==> config.mk <==
export PLATFORM = sky130hd
export DESIGN_NAME = alu_seq_unit
export DESIGN_NICKNAME = d
export VERILOG_FILES = /design/src/rtl/alu_pkg.sv /design/src/rtl/alu_cond_eval.sv /design/src/rtl/alu_seq_unit.sv
export SDC_FILE = /design/constraint.sdc
export NUM_CORES = 1
export LEC_CHECK = 0
export CAP_MARGIN = 20
export CORE_MARGIN = 4
export CORE_UTILIZATION = 55
export CTS_CLUSTER_SIZE = 8
export DETAILED_ROUTE_END_ITERATION = 10
export GPL_TIMING_DRIVEN = 0
export PLACE_DENSITY = 0.93
export SYNTH_ARGS = -nofsm -noshare
export SYNTH_HDL_FRONTEND = slang
export SYNTH_SLANG_ARGS = --single-unit
export TNS_END_PERCENT = 50
==> constraint.sdc <==
create_clock -name clk -period 4.6 [get_ports clk]
set_input_delay 0.46 -clock clk [delete_from_list [all_inputs] [get_ports clk]]
set_output_delay 0.46 -clock clk [all_outputs]
set_load 0.05 [all_outputs]
==> src/rtl/alu_pkg.sv <==
// rtl/alu_pkg.sv - shared encodings and FSM state type for the sequential ALU
package alu_pkg;

    // Instruction code field value that marks an executable ALU instruction
    localparam logic [1:0] CODE_ARM    = 2'b11;

    // OP field encodings
    localparam logic [2:0] OP_ADD      = 3'b000;
    localparam logic [2:0] OP_SUB      = 3'b001;
    localparam logic [2:0] OP_MOV      = 3'b010;
    localparam logic [2:0] OP_XSR      = 3'b011;
    localparam logic [2:0] OP_MUL      = 3'b100;
    localparam logic [2:0] OP_AND      = 3'b101;
    localparam logic [2:0] OP_OR       = 3'b110;
    localparam logic [2:0] OP_RSV      = 3'b111;

    // CIN field encodings
    localparam logic [1:0] CIN_ZERO    = 2'b00;
    localparam logic [1:0] CIN_ONE     = 2'b01;
    localparam logic [1:0] CIN_CARRY   = 2'b10;
    localparam logic [1:0] CIN_MSB     = 2'b11;

    // COND field encodings; every 1xxx value means never
    localparam logic [3:0] COND_NEVER  = 4'b0000;
    localparam logic [3:0] COND_ALWAYS = 4'b0001;
    localparam logic [3:0] COND_CS     = 4'b0010;
    localparam logic [3:0] COND_CC     = 4'b0011;
    localparam logic [3:0] COND_EQ     = 4'b0100;
    localparam logic [3:0] COND_NE     = 4'b0101;
    localparam logic [3:0] COND_MI     = 4'b0110;
    localparam logic [3:0] COND_PL     = 4'b0111;

    typedef enum logic [1:0] {
        S_IDLE = 2'd0,
        S_MUL  = 2'd1,
        S_DONE = 2'd2
    } state_t;

endpackage

==> src/rtl/alu_cond_eval.sv <==
// rtl/alu_cond_eval.sv - combinational COND evaluator on a result and its carry-out
module alu_cond_eval
    import alu_pkg::*;
#(
    parameter int WIDTH = 16
) (
    input  logic [3:0]       cond,
    input  logic [WIDTH-1:0] result,
    input  logic             carry_out,
    output logic             cond_true
);

    // Decode the condition against the freshly produced result and carry-out
    always_comb begin
        cond_true = 1'b0;
        case (cond)
            COND_NEVER:  cond_true = 1'b0;
            COND_ALWAYS: cond_true = 1'b1;
            COND_CS:     cond_true = carry_out;
            COND_CC:     cond_true = ~carry_out;
            COND_EQ:     cond_true = (result == '0);
            COND_NE:     cond_true = (result != '0);
            COND_MI:     cond_true = result[WIDTH-1];
            COND_PL:     cond_true = ~result[WIDTH-1];
            default:     cond_true = 1'b0;
        endcase
    end

endmodule

==> src/rtl/alu_seq_unit.sv <==
// rtl/alu_seq_unit.sv - registered ARM-format ALU with CARRY/SKIP flags; ALU_MUL_EN adds shift-add multiply
module alu_seq_unit
    import alu_pkg::*;
#(
    parameter int WIDTH = 16,
    parameter int CNT_W = $clog2(WIDTH) + 1
) (
    input  logic             clk,
    input  logic             reset,
    input  logic             start,
    input  logic [15:0]      instruction,
    input  logic [WIDTH-1:0] rddata,
    input  logic [WIDTH-1:0] rsdata,
    output logic             busy,
    output logic             done,
    output logic [WIDTH-1:0] aluout,
    output logic             wen,
    output logic             carry,
    output logic             skip
);

    state_t           state;

    // Instruction in effect: live word when accepting, latched word while multiplying
    logic [15:0]      fin_ir;
    logic             in_mul;
    logic             go_mul;
    logic             mul_last;
    logic [WIDTH-1:0] mul_res;
    logic             mul_cout;

    logic             arm;
    logic [1:0]       cin_sel;
    logic [3:0]       cond;
    logic             cw;
    logic [2:0]       op;
    logic             cin;
    logic             impl;
    logic [WIDTH:0]   sum;

    logic [WIDTH-1:0] fin_result;
    logic             fin_cout;
    logic             fin_ok;
    logic             fin_fire;
    logic             cond_true;

`ifdef ALU_MUL_EN
    logic [15:0]        ir_q;
    logic [WIDTH-1:0]   rd_q;
    logic [2*WIDTH-1:0] prod;
    logic [2*WIDTH-1:0] prod_next;
    logic [WIDTH:0]     mul_add;
    logic [CNT_W-1:0]   cnt;

    assign in_mul   = (state == S_MUL);
    assign fin_ir   = in_mul ? ir_q : instruction;
    assign go_mul   = (instruction[6:4] == OP_MUL);
    assign mul_last = in_mul && (cnt == CNT_W'(WIDTH - 1));

    // One shift-add step: upper half accumulates rd when the multiplier LSB is set
    always_comb begin
        mul_add = {1'b0, prod[2*WIDTH-1:WIDTH]} + (prod[0] ? {1'b0, rd_q} : '0);
    end

    assign prod_next = {mul_add, prod[WIDTH-1:1]};
    assign mul_res   = prod_next[WIDTH-1:0];
    assign mul_cout  = |prod_next[2*WIDTH-1:WIDTH];

    // Latch the instruction and operands on accept, then iterate one bit per MUL cycle
    always_ff @(posedge clk or posedge reset) begin
        if (reset) begin
            ir_q <= '0;
            rd_q <= '0;
            prod <= '0;
            cnt  <= '0;
        end else if (state == S_IDLE && start) begin
            ir_q <= instruction;
            rd_q <= rddata;
            prod <= {{WIDTH{1'b0}}, rsdata};
            cnt  <= '0;
        end else if (in_mul) begin
            prod <= prod_next;
            cnt  <= cnt + CNT_W'(1);
        end
    end
`else
    logic [CNT_W-1:0] unused_cnt_w;

    assign unused_cnt_w = '0;
    assign in_mul       = 1'b0;
    assign fin_ir       = instruction;
    assign go_mul       = 1'b0;
    assign mul_last     = 1'b0;
    assign mul_res      = '0;
    assign mul_cout     = 1'b0;
`endif

    assign arm     = (fin_ir[15:14] == CODE_ARM);
    assign cin_sel = fin_ir[13:12];
    assign cond    = fin_ir[11:8];
    assign cw      = fin_ir[7];
    assign op      = fin_ir[6:4];

    logic unused_ok;
    assign unused_ok = &{1'b0, fin_ir[3:0]};

    // Carry-in select; the flag source is the registered CARRY, not this cycle's carry-out
    always_comb begin
        cin = 1'b0;
        case (cin_sel)
            CIN_ZERO:  cin = 1'b0;
            CIN_ONE:   cin = 1'b1;
            CIN_CARRY: cin = carry;
            CIN_MSB:   cin = rsdata[WIDTH-1];
            default:   cin = 1'b0;
        endcase
    end

    // Single-cycle datapath at WIDTH+1 bits; the top bit is the carry-out
    always_comb begin
        sum  = '0;
        impl = 1'b1;
        case (op)
            OP_ADD: sum = {1'b0, rddata} + {1'b0, rsdata} + {{WIDTH{1'b0}}, cin};
            OP_SUB: sum = {1'b0, rddata} + {1'b0, ~rsdata} + {{WIDTH{1'b0}}, cin};
            OP_MOV: sum = {1'b0, rsdata} + {{WIDTH{1'b0}}, cin};
            OP_XSR: sum = {rsdata[0], cin, rsdata[WIDTH-1:1]};
            OP_AND: sum = {1'b0, rddata & rsdata};
            OP_OR:  sum = {1'b0, rddata | rsdata};
            OP_MUL, OP_RSV: begin
                sum  = '0;
                impl = 1'b0;
            end
            default: begin
                sum  = '0;
                impl = 1'b0;
            end
        endcase
    end

    assign fin_result = in_mul ? mul_res : sum[WIDTH-1:0];
    assign fin_cout   = in_mul ? mul_cout : sum[WIDTH];
    assign fin_ok     = arm & (in_mul | impl);
    assign fin_fire   = (state == S_IDLE && start && !go_mul) || mul_last;

    alu_cond_eval #(
        .WIDTH     (WIDTH)
    ) u_cond_eval (
        .cond      (cond),
        .result    (fin_result),
        .carry_out (fin_cout),
        .cond_true (cond_true)
    );

    // Control FSM; results and flags are registered on the edge that enters DONE
    always_ff @(posedge clk or posedge reset) begin
        if (reset) begin
            state  <= S_IDLE;
            busy   <= 1'b0;
            done   <= 1'b0;
            wen    <= 1'b0;
            aluout <= '0;
            carry  <= 1'b0;
            skip   <= 1'b0;
        end else begin
            done <= 1'b0;
            wen  <= 1'b0;
            if (fin_fire) begin
                done   <= 1'b1;
                wen    <= fin_ok;
                aluout <= fin_result;
                if (fin_ok) begin
                    skip <= cond_true;
                    if (cw) begin
                        carry <= fin_cout;
                    end
                end
            end
            case (state)
                S_IDLE: begin
                    if (start) begin
                        busy  <= 1'b1;
                        state <= go_mul ? S_MUL : S_DONE;
                    end
                end
`ifdef ALU_MUL_EN
                S_MUL: begin
                    if (mul_last) begin
                        state <= S_DONE;
                    end
                end
`endif
                S_DONE: begin
                    busy  <= 1'b0;
                    state <= S_IDLE;
                end
                default: begin
                    busy  <= 1'b0;
                    state <= S_IDLE;
                end
            endcase
        end
    end

endmodule

==> run_results.csv, run 1 <==
group,metric,value,unit
status,run_status,"finished, final reports clean",
critical_path,timing.reg2reg.worst_path_depth,15,
cells_and_area,area_added_between_synthesis_and_finish,20.5,%
clock_network,clock_tree.root_cell,"sky130_fd_sc_hd__clkbuf_8",
critical_path,critPathKind,"primary input to flip-flop",
clock_network,cts_buffer_depth,2,
critical_path,worst-endpoint-arrival,4.51,ns
hold_path,hold-path-cell-count,2,
die,number_of_primary_i_o_pins,72,
critical_path,r2r_end,"skip",
global_route,number_of_antenna_violations_at_the_first_check_in_global_routing,0,
job,number_of_violations_of_the_max_capacitance_limit,0,
placement,dp_cells,702,
critical_path,worst_setup_path_startpoint,"rsdata[15]",
clock_network,h-tree-depth,1,
global_route,grt_max_degree,22,
yosys,synth_top_cell_by_area,"sky130_fd_sc_hd__ha_1",
sta,finClkSkew,0.00386,ns
sta,setup_viol,0,
clock_network,clkLatencyLatePin,0.27,ns
yosys,yosysWarningCount,0,
power,vdd_drop_max,0.000123,V
die,die_width,94.2,µm
die,placementRows,31,
yosys,asyncSetResetFlopFracSynth,1.00,
critical_path,cp_top_family,"compound AO/OA/AOI/OAI gates",
placement,detailedPlace.worstSlack,0.0606,ns
yosys,largest_cells_by_area_after_synthesis,"sky130_fd_sc_hd__ha_1 15%, sky130_fd_sc_hd__dfrtp_1 13%, sky130_fd_sc_hd__nand2_1 5.0%",
die,initial_core_util,0.566,
sta,finalHoldViolCount,0,
critical_path,cp_max_fo,5,
sta,worst_pin_slew,0.807,ns
hold_path,hold_class,"flip-flop to flip-flop",
cells_and_area,antenna_cells_inserted,0,
route,drc_errors,0,
sta,layout_setup_ws,0.253,ns
yosys,synthesis.instances,537,
yosys,number_of_enable_type_register_cells_in_the_synthesized_netlist,0,
cells_and_area,finish.utilization,0.682,
die,die_height,94.2,µm
route,detail-route-antenna-nets,0,
global_route,grt_pass1_vias,4565,
route,num_vias,4687,
yosys,syn-cell-area,4080,µm²
critical_path,critical_path.endpoint_type,"flip-flop",
yosys,synth.cells.most_frequent,"54 x sky130_fd_sc_hd__nand2_1, 50 x sky130_fd_sc_hd__inv_1, 49 x sky130_fd_sc_hd__ha_1",
placement,placement.io_buffers,66,
die,total_die_area,8870,µm²
yosys,ys_dominant_reg_cell,"sky130_fd_sc_hd__dfrtp_1",
clock_network,clock-sinks,21,
global_route,grt_first_pass_wirelength,22400,µm
die,core_region_area,7210,µm²
placement,detailed_placer_s_ending_hpwl,11300,µm
critical_path,series_of_cell_instances_along_the_critical_path,"clkdlybuf4s50_1 > inv_1 > a31o_2 > fa_1 > inv_1 > fa_1 > a21o_1 > and4_4 > nor4_1 > nor2_1 > o2bb2ai_1 > a211o_1 > and4b_1 > and4_4 > a31o_1 > o31a_1",
route,first_iter_violations,362,
cells_and_area,final_layout_size_suffix_gt1_frac,0.0906,
yosys,synth_seq_cells,21,
cells_and_area,finalNetCount,712,
route,finalWirelength,14300,µm
sta,post-route-period-util,0.945,
route,detailedRoute.firstPassIterationCount,5,
yosys,avgSynthCellArea,7.60,µm²
sta,slew_headroom,0.462,
power,power.density,208,nW/µm²
critical_path,critical_path.startpoint_type,"primary input",
global_route,grt_usage,0.320,
critical_path,critPathMaxStageDelay,0.49,ns
sta,rsz0062_at_grt,"no",
yosys,post-synth-top-count-cell,"sky130_fd_sc_hd__nand2_1",
critical_path,path_buf_inv,3,
yosys,synth.lib_cells_used.distinct,88,
placement,gp_routability_congestion,0.971,
clock_network,postCtsSetupRepairBufs,0,
critical_path,crit_required,4.76,ns
route,drt-wirelength-per-cell,20.3,µm
critical_path,slowest_stage,"sky130_fd_sc_hd__nor4_1",
clock_network,cts_tree,"yes",
yosys,synthDominantCellAreaShare,0.150,
route,drt-vias-per-instance,6.64,
clock_network,tritoncts.num_buffers,3,
critical_path,rr_startpoint,"carry",
critical_path,critical_path_depth,16,
sta,finalSetupTns,0,ns
critical_path,ff2ff_setup_slack,0.63,ns
sta,max_freq,0.230,GHz
sta,maxSlewViolCount,0,
power,power_leakage,2.10,nW
clock_network,clk_pin_slew_worst_paths,0.08,ns
critical_path,crit_end,"skip",
sta,final_period_minus_worst_setup_slack,4.35,ns
yosys,synth-seq-area-share,0.129,
yosys,mappedNetlistNets,641,
global_route,grt.overflow.total,0,
cells_and_area,layoutNonFillerInstCount,706,
## worst register-to-register path, stage by stage (launching register included)
cell	delay (ns)
sky130_fd_sc_hd__dfrtp_1	0.40
sky130_fd_sc_hd__a21oi_1	0.14
sky130_fd_sc_hd__a31o_2	0.21
sky130_fd_sc_hd__fa_1	0.21
sky130_fd_sc_hd__inv_1	0.06
sky130_fd_sc_hd__fa_1	0.41
sky130_fd_sc_hd__a21o_1	0.21
sky130_fd_sc_hd__and4_4	0.22
sky130_fd_sc_hd__nor4_1	0.49
sky130_fd_sc_hd__nor2_1	0.17
sky130_fd_sc_hd__o2bb2ai_1	0.16
sky130_fd_sc_hd__a211o_1	0.36
sky130_fd_sc_hd__and4b_1	0.23
sky130_fd_sc_hd__and4_4	0.19
sky130_fd_sc_hd__a31o_1	0.20
sky130_fd_sc_hd__o31a_1	0.22
## through the flow
stage / area [µm²] / power [W] / hold WS, ns
floorplan: 4080 / 0.000660 / 0.437
CTS: 4910 / 0.00101 / 0.488
global route: 4920 / 0.00107 / 0.505
global placement: 4870 / 0.000866 / 0.464
detailed placement: 4870 / 0.000882 / 0.468
finish: 4920 / 0.00102 / 0.489
## cells in the final DEF, fill, tap and decap left out, types with 5 or more instances in the layout
master	n
sky130_fd_sc_hd__clkbuf_1	7
sky130_fd_sc_hd__or3_1	6
sky130_fd_sc_hd__o211ai_1	6
sky130_fd_sc_hd__a21oi_1	29
sky130_fd_sc_hd__nand2b_1	12
sky130_fd_sc_hd__xnor2_1	13
sky130_fd_sc_hd__nor4_1	6
sky130_fd_sc_hd__nand3_1	12
sky130_fd_sc_hd__nor3_1	12
sky130_fd_sc_hd__inv_1	50
sky130_fd_sc_hd__buf_2	13
sky130_fd_sc_hd__clkdlybuf4s50_1	66
sky130_fd_sc_hd__nor2b_1	8
sky130_fd_sc_hd__nand2_1	54
sky130_fd_sc_hd__a221oi_1	5
sky130_fd_sc_hd__o21ai_0	33
sky130_fd_sc_hd__dfrtp_1	21
sky130_fd_sc_hd__a21o_1	5
sky130_fd_sc_hd__nor2_1	38
sky130_fd_sc_hd__o221ai_1	8
sky130_fd_sc_hd__nand4_1	5
sky130_fd_sc_hd__a211oi_1	12
sky130_fd_sc_hd__a31oi_1	7
sky130_fd_sc_hd__ha_1	49
## registers in the layout, summed over array words and instances (netlist names)
signal  count
skip        1
carry       1
state       1
aluout     16
done        1
wen         1
## worst min-delay path by stage
stage | from | to
after floorplan | reset | aluout[0]
after global placement | aluout[7] | aluout[7]
after detailed placement | aluout[7] | aluout[7]
after CTS | aluout[7] | aluout[7]
after global routing | aluout[7] | aluout[7]
final | aluout[7] | aluout[7]
## cell families after synthesis
logic type	count (synthesis)	share of synthesized area
adders and majority gates	53	0.170
xor gates and xnor gates	16	0.0343
DFF	21	0.129
and+or+nand+nor	186	0.246
buffers and inverters	79	0.0840
AOI/OAI and AO/OA	180	0.332
muxes	2	0.00521
## repair_timing
action / in CTS / in global routing
hold buffers: 0 / 0
setup endpoints to repair: 0 / 1
gates resized for setup: 0 / 1
## per-layer routing
layer	GRT usage	wire length, µm	up-vias
li1	-	-	2125
met1	0.389	5480	2175
met2	0.542	6830	319
met3	0.0393	1220	68
met4	0.184	794	0
met5	0	0	-
## cell type report
class / count / area [µm²]
fill: 605 / 2290
buffer: 27 / 148
timing repair buffer: 66 / 661
clock buffer: 3 / 41.3
tap: 99 / 124
inverter: 52 / 195
multi-input combinational: 437 / 3220
sequential: 21 / 526
clock inverter: 1 / 5.00
## where the power goes
| part | switching [W] | internal, W | leakage (nW) | total [W] |
|---|---|---|---|---|
| Clock | 0.0000669 | 0.0000606 | 0.0255 | 0.000128 |
| Sequential | 0.0000174 | 0.000216 | 0.263 | 0.000233 |
| Combinational | 0.000420 | 0.000243 | 1.81 | 0.000663 |
Note: power is estimated with default switching activity, not from simulation.
==> inputs of run 2 (changes only) <==
--- a/config.mk
+++ b/config.mk
@@ -10,8 +10,10 @@
 export CORE_UTILIZATION = 55
 export CTS_CLUSTER_SIZE = 8
 export DETAILED_ROUTE_END_ITERATION = 10
+export GPL_ROUTABILITY_DRIVEN = 0
 export GPL_TIMING_DRIVEN = 0
 export PLACE_DENSITY = 0.93
+export RECOVER_POWER = 100
 export SYNTH_ARGS = -nofsm -noshare
 export SYNTH_HDL_FRONTEND = slang
 export SYNTH_SLANG_ARGS = --single-unit
==> run_results.csv, run 2 (same netlist as run 1, synthesis figures left out) <==
group,metric,value,unit
sta,post-route-period-util,0.942,
global_route,grt_pass1_vias,4664,
route,num_vias,4809,
clock_network,tritoncts.num_buffers,3,
hold_path,hold-path-cell-count,2,
cells_and_area,finalNetCount,712,
die,total_die_area,8870,µm²
clock_network,post_cts_resized,0,
sta,maxSlewViolCount,0,
placement,detailed_placer_s_ending_hpwl,10900,µm
global_route,groute.layer.met1.usage,0.373,
die,core_region_area,7210,µm²
critical_path,critical_path.endpoint_type,"flip-flop",
clock_network,clock_tree.root_cell,"sky130_fd_sc_hd__clkbuf_8",
route,finalWirelength,13900,µm
global_route,grtUsageMet3,0.0465,
placement,placement.io_buffers,66,
route,drt-wirelength-per-cell,19.7,µm
cells_and_area,layout.cells.most_common_list,"54 x sky130_fd_sc_hd__nand2_1, 50 x sky130_fd_sc_hd__inv_1, 49 x sky130_fd_sc_hd__ha_1",
power,vdd_drop_max,0.000112,V
critical_path,critPathKind,"primary input to flip-flop",
clock_network,clkLatencyLatePin,0.27,ns
critical_path,timing.reg2reg.worst_path_depth,15,
global_route,number_of_antenna_violations_at_the_first_check_in_global_routing,0,
sta,setup_viol,0,
sta,finalSetupTns,0,ns
sta,final_period_minus_worst_setup_slack,4.33,ns
job,number_of_violations_of_the_max_capacitance_limit,0,
die,number_of_primary_i_o_pins,72,
sta,max_freq,0.231,GHz
cells_and_area,final_layout_size_suffix_gt1_frac,0.0857,
cells_and_area,final_common_cell,"sky130_fd_sc_hd__nand2_1",
critical_path,crit_required,4.76,ns
clock_network,cts_buffer_depth,2,
sta,rsz0062_at_grt,"no",
sta,finalHoldViolCount,0,
clock_network,clock-sinks,21,
cells_and_area,post-route-cell-area,4900,µm²
cells_and_area,regMostFlops,"aluout",
critical_path,worst_setup_path_startpoint,"rsdata[15]",
placement,placedInstanceArea,4870,µm²
route,drc_errors,0,
hold_path,timing.hold.worst.start,"aluout[14]",
placement,detailedPlace.worstSlack,0.0747,ns
clock_network,cts_tree,"yes",
global_route,grt.overflow.total,0,
cells_and_area,largest_register_ffs,16,
die,die_height,94.2,µm
clock_network,h-tree-depth,1,
critical_path,worst-endpoint-arrival,4.50,ns
route,detail-route-antenna-nets,0,
sta,worst_pin_slew,0.770,ns
clock_network,clk_pin_slew_worst_paths,0.08,ns
die,initial_core_util,0.566,
cells_and_area,antenna_cells_inserted,0,
sta,layout_setup_ws,0.267,ns
route,first_iter_violations,669,
global_route,grt_usage,0.310,
route,detailedRoute.firstPassIterationCount,6,
global_route,grt_first_pass_wirelength,22100,µm
global_route,use_met2,0.520,
sta,slew_headroom,0.486,
global_route,top_usage_layer,"met2",
clock_network,cts_stage_hold_buffer_count,0,
die,die_width,94.2,µm
cells_and_area,area_added_between_synthesis_and_finish,20.1,%
critical_path,rr_startpoint,"carry",
critical_path,critical_path.startpoint_type,"primary input",
die,placementRows,31,
status,run_status,"finished, final reports clean",
power,power.density,205,nW/µm²
power,power_leakage,2.12,nW
clock_network,postCtsSetupRepairBufs,0,
critical_path,cp_max_fo,5,
global_route,grt_max_degree,22,
hold_path,hold_class,"flip-flop to flip-flop",
route,drt-vias-per-instance,6.81,
sta,finClkSkew,0.00470,ns
run 2: cell types whose count changed in the layout (fill, tap and decap cells not counted):
cell,previous run,this run
sky130_fd_sc_hd__o32ai_2,1,0
sky130_fd_sc_hd__nand4_1,5,6
sky130_fd_sc_hd__and4_4,2,1
sky130_fd_sc_hd__buf_1,1,0
sky130_fd_sc_hd__nand4_2,1,0
sky130_fd_sc_hd__and4_2,0,1
sky130_fd_sc_hd__dlygate4sd3_1,0,23
sky130_fd_sc_hd__o32ai_1,2,3
sky130_fd_sc_hd__clkbuf_1,7,8
sky130_fd_sc_hd__clkdlybuf4s50_1,66,43
sky130_fd_sc_hd__a21oi_1,29,30
sky130_fd_sc_hd__and2_1,3,2
sky130_fd_sc_hd__a21oi_2,1,0
sky130_fd_sc_hd__and2_0,0,1
run 2: metal layers:
| metal | vias up | wire length (µm) |
|---|---|---|
| met5 | - | 0 |
| met4 | 0 | 992 |
| met3 | 117 | 1740 |
| met2 | 417 | 6390 |
| met1 | 2153 | 4820 |
| li1 | 2122 | - |
run 2: final timing paths:
path | end | slack [ns]
setup / recovery | skip | 0.27
hold / removal | aluout[14] | 0.49
setup reg to reg | skip | 0.61
hold reg to reg | aluout[14] | 0.49
max in group asynchronous | aluout[6] | 3.36
min in group asynchronous | aluout[9] | 0.76
run 2: critical path, stage by stage:
cell                              delay, ns
sky130_fd_sc_hd__clkdlybuf4s50_1       0.52
sky130_fd_sc_hd__inv_1                 0.12
sky130_fd_sc_hd__a31o_2                0.28
sky130_fd_sc_hd__fa_1                  0.40
sky130_fd_sc_hd__inv_1                 0.09
sky130_fd_sc_hd__fa_1                  0.19
sky130_fd_sc_hd__nand2b_1              0.11
sky130_fd_sc_hd__a211o_1               0.32
sky130_fd_sc_hd__o211a_1               0.22
sky130_fd_sc_hd__o32ai_1               0.55
sky130_fd_sc_hd__o211ai_1              0.16
sky130_fd_sc_hd__nor4_1                0.24
sky130_fd_sc_hd__and4b_1               0.24
sky130_fd_sc_hd__and4_2                0.24
sky130_fd_sc_hd__a21oi_1               0.07
sky130_fd_sc_hd__o31a_1                0.28
run 2: cell type report:
class | count | area, µm²
multi-input combinational | 437 | 3200
clock buffer | 3 | 41.3
sequential | 21 | 526
fill | 615 | 2310
inverter | 52 | 195
buffer | 27 | 148
tap | 99 | 124
timing repair buffer | 66 | 661
clock inverter | 1 | 5.00
run 2: metrics by stage:
| stage | hold WS (ns) | utilization | total power [W] | cells |
|---|---|---|---|---|
| after floorplan | 0.437 | - | 0.000660 | 537 |
| after global placement | 0.464 | 0.675 | 0.000855 | 702 |
| after detailed placement | 0.463 | 0.675 | 0.000877 | 702 |
| after CTS | 0.492 | 0.681 | 0.00100 | 706 |
| after global routing | 0.506 | 0.680 | 0.00106 | 706 |
| final | 0.487 | 0.680 | 0.00100 | 706 |
run 2: where the power goes:
part / leakage [nW] / switching [W] / internal, W / total (W)
registers: 0.263 / 0.0000159 / 0.000216 / 0.000232
clock network: 0.0255 / 0.0000653 / 0.0000606 / 0.000126
logic: 1.83 / 0.000416 / 0.000231 / 0.000646
total: 2.12 / 0.000497 / 0.000507 / 0.00100
==> inputs of run 3 (changes only) <==
--- a/config.mk
+++ b/config.mk
@@ -5,10 +5,11 @@
 export SDC_FILE = /design/constraint.sdc
 export NUM_CORES = 1
 export LEC_CHECK = 0
+export ABC_AREA = 1
 export CAP_MARGIN = 20
 export CORE_MARGIN = 4
-export CORE_UTILIZATION = 55
-export CTS_CLUSTER_SIZE = 8
+export CORE_UTILIZATION = 56
+export CTS_CLUSTER_SIZE = 40
 export DETAILED_ROUTE_END_ITERATION = 10
 export GPL_ROUTABILITY_DRIVEN = 0
 export GPL_TIMING_DRIVEN = 0
==> run_results.csv, run 3 <==
group,metric,value,unit
clock_network,h-tree-depth,1,
hold_path,hold_class,"flip-flop to flip-flop",
sta,finClkSkew,0.00561,ns
global_route,grt_max_degree,22,
clock_network,cts_stage_hold_buffer_count,0,
route,detailedRoute.firstPassIterationCount,6,
sta,slew_headroom,0.517,
critical_path,critPathMaxStageDelay,0.64,ns
yosys,synth_top_cell_by_area,"sky130_fd_sc_hd__nand2_1",
global_route,grt_first_pass_wirelength,22100,µm
cells_and_area,largest_register_ffs,16,
critical_path,critical-path-top-cell-by-count,"sky130_fd_sc_hd__nand2_1",
yosys,synth.cells.most_frequent,"254 x sky130_fd_sc_hd__nand2_1, 128 x sky130_fd_sc_hd__inv_1, 86 x sky130_fd_sc_hd__nand3_1",
cells_and_area,final_layout_size_suffix_gt1_frac,0.0519,
yosys,yosysWarningCount,0,
cells_and_area,final_common_cell,"sky130_fd_sc_hd__nand2_1",
global_route,grt_pass1_vias,5002,
critical_path,worst-endpoint-arrival,4.14,ns
sta,post-route-period-util,0.867,
yosys,number_of_enable_type_register_cells_in_the_synthesized_netlist,0,
status,run_status,"finished, final reports clean",
power,power.total,0.000969,W
clock_network,cts_buffer_depth,2,
route,finalWirelength,13900,µm
sta,max_freq,0.251,GHz
route,num_vias,5425,
sta,worst_pin_slew,0.723,ns
sta,finalSetupTns,0,ns
sta,finalHoldViolCount,0,
yosys,avgSynthCellArea,5.54,µm²
placement,dp_cells,942,
die,core_region_area,7370,µm²
cells_and_area,layout.cells.most_common_list,"255 x sky130_fd_sc_hd__nand2_1, 128 x sky130_fd_sc_hd__inv_1, 87 x sky130_fd_sc_hd__nand3_1",
power,power.density,189,nW/µm²
critical_path,cp_top_family,"simple AND/OR/NAND/NOR gates",
cells_and_area,sequential_cell_area,526,µm²
placement,placement.io_buffers,67,
yosys,synth_seq_cells,21,
route,detail-route-antenna-nets,0,
critical_path,series_of_cell_instances_along_the_critical_path,"dlygate4sd3_1 > o31ai_1 > fa_1 > inv_1 > fa_1 > nand3_1 > nand3_1 > nand2_1 > nand2_1 > o21ai_0 > nand3_1 > nor2_1 > nand2_1 > nor2_1 > nand3_1 > nand2_1 > nand3_1 > nand2_1 > nand2_1",
yosys,syn-cell-area,4300,µm²
sta,maxSlewViolCount,0,
global_route,grt_usage,0.301,
cells_and_area,regMostFlops,"aluout",
sta,setup_viol,0,
die,placementRows,31,
route,drt-wirelength-per-cell,14.7,µm
clock_network,clock-sinks,21,
clock_network,clkLatencyLatePin,0.25,ns
power,power_leakage,2.90,nW
route,drc_errors,0,
critical_path,crit_required,4.75,ns
sta,rsz0062_at_grt,"no",
critical_path,path_buf_inv,2,
cells_and_area,area_added_between_synthesis_and_finish,19.1,%
critical_path,cp_max_fo,4,
die,total_die_area,9150,µm²
clock_network,cts_tree,"yes",
yosys,ys_dominant_reg_cell,"sky130_fd_sc_hd__dfrtp_1",
die,die_height,95.7,µm
global_route,grt.overflow.total,0,
critical_path,slowest_stage,"sky130_fd_sc_hd__dlygate4sd3_1",
yosys,synth-seq-area-share,0.122,
sta,final_period_minus_worst_setup_slack,3.99,ns
yosys,asyncSetResetFlopFracSynth,1.00,
die,number_of_primary_i_o_pins,72,
route,drt-vias-per-instance,5.73,
die,initial_core_util,0.584,
cells_and_area,antenna_cells_inserted,0,
clock_network,tritoncts.num_buffers,3,
yosys,mappedNetlistNets,880,
clock_network,post_cts_resized,0,
global_route,number_of_antenna_violations_at_the_first_check_in_global_routing,0,
clock_network,clk_pin_slew_worst_paths,0.07,ns
cells_and_area,layoutNonFillerInstCount,946,
die,die_width,95.7,µm
yosys,synth.lib_cells_used.distinct,37,
yosys,post-synth-top-count-cell,"sky130_fd_sc_hd__nand2_1",
clock_network,clock_tree.root_cell,"sky130_fd_sc_hd__clkbuf_8",
yosys,synthesis.instances,776,
route,first_iter_violations,551,
yosys,synthDominantCellAreaShare,0.222,
critical_path,critical_path.startpoint_type,"primary input",
cells_and_area,finalNetCount,952,
critical_path,critical_path.endpoint_type,"flip-flop",
cells_and_area,multi_input_area,3100,µm²
clock_network,postCtsSetupRepairBufs,0,
yosys,largest_cells_by_area_after_synthesis,"sky130_fd_sc_hd__nand2_1 22%, sky130_fd_sc_hd__ha_1 14%, sky130_fd_sc_hd__dfrtp_1 12%",
job,number_of_violations_of_the_max_capacitance_limit,0,
critical_path,critPathKind,"primary input to flip-flop",
power,vdd_drop_max,0.000115,V
placement,detailed_placer_s_ending_hpwl,11300,µm
cells_and_area,filler_cell_count,650,
run 3: cell count changes in the layout (fill, tap and decap cells not counted), sizes merged, moves of 8 or more:
cell | before | now
xnor2 | 13 | 0
o21ai | 37 | 26
nor4 | 9 | 1
nor2b | 10 | 0
nand2b | 12 | 0
nand2 | 54 | 255
inv | 52 | 143
nand3 | 13 | 91
nor2 | 39 | 71
a211oi | 12 | 0
nand4 | 6 | 17
run 3: power by group:
group          total [W]  internal (W)  switching (W)
Sequential      0.000228      0.000214      0.0000146
Clock           0.000112     0.0000600      0.0000521
Combinational   0.000629      0.000204       0.000424
Total           0.000969      0.000478       0.000491
run 3: through the flow:
step                 util  hold WS, ns  instance area, µm²  worst slack [ns]
global placement    0.692        0.433                5100             0.588
CTS                 0.698        0.479                5140             0.810
finish              0.695        0.469                5120             0.613
global route        0.695        0.493                5120             0.369
detailed placement  0.692        0.464                5100             0.549
floorplan               -        0.437                4300              1.78
run 3: logic make-up after synthesis:
group,after synthesis,share of synthesized area
AOI/OAI and AO/OA,80,0.104
adders and majority gates,53,0.161
xor gates and xnor gates,3,0.00611
buffers and inverters,165,0.153
DFF,21,0.122
and+or+nand+nor,454,0.454
run 3: metal layers:
metal / vias to the layer above / wire (µm) / GRT usage
met5: - / 0 / 0
met4: 0 / 686 / 0.155
met3: 65 / 1530 / 0.0481
met2: 343 / 6430 / 0.521
met1: 2423 / 5260 / 0.355
li1: 2594 / - / -
run 3: path summary, 6_finish.rpt:
path,start,end,slack (ns),cells past startpoint
setup / recovery,rsdata[15],skip,0.61,19
hold / removal,state[1],state[1],0.47,1
setup reg to reg,carry,skip,1.39,20
hold reg to reg,state[1],state[1],0.47,1
max in group asynchronous,reset,aluout[1],3.37,2
min in group asynchronous,reset,skip,0.76,2
run 3: worst register-to-register path, delay by kind of cell, from the launching register on:
family / cells / cell delay (ns)
and+or+nand+nor: 15 / 1.53
adders and majority gates: 2 / 0.77
DFF: 1 / 0.41
AOI/OAI and AO/OA: 2 / 0.31
buffers and inverters: 1 / 0.09
run 3: layout make-up:
class | instances | share of cell area
well taps | 99 | 0.0242
repair buffers | 67 | 0.131
clock buffers | 3 | 0.00806
plain buffers | 20 | 0.0220
clock inverters | 1 | 0.000977
inverters | 145 | 0.106
flip-flops and latches | 21 | 0.103
multi-input cells | 590 | 0.605
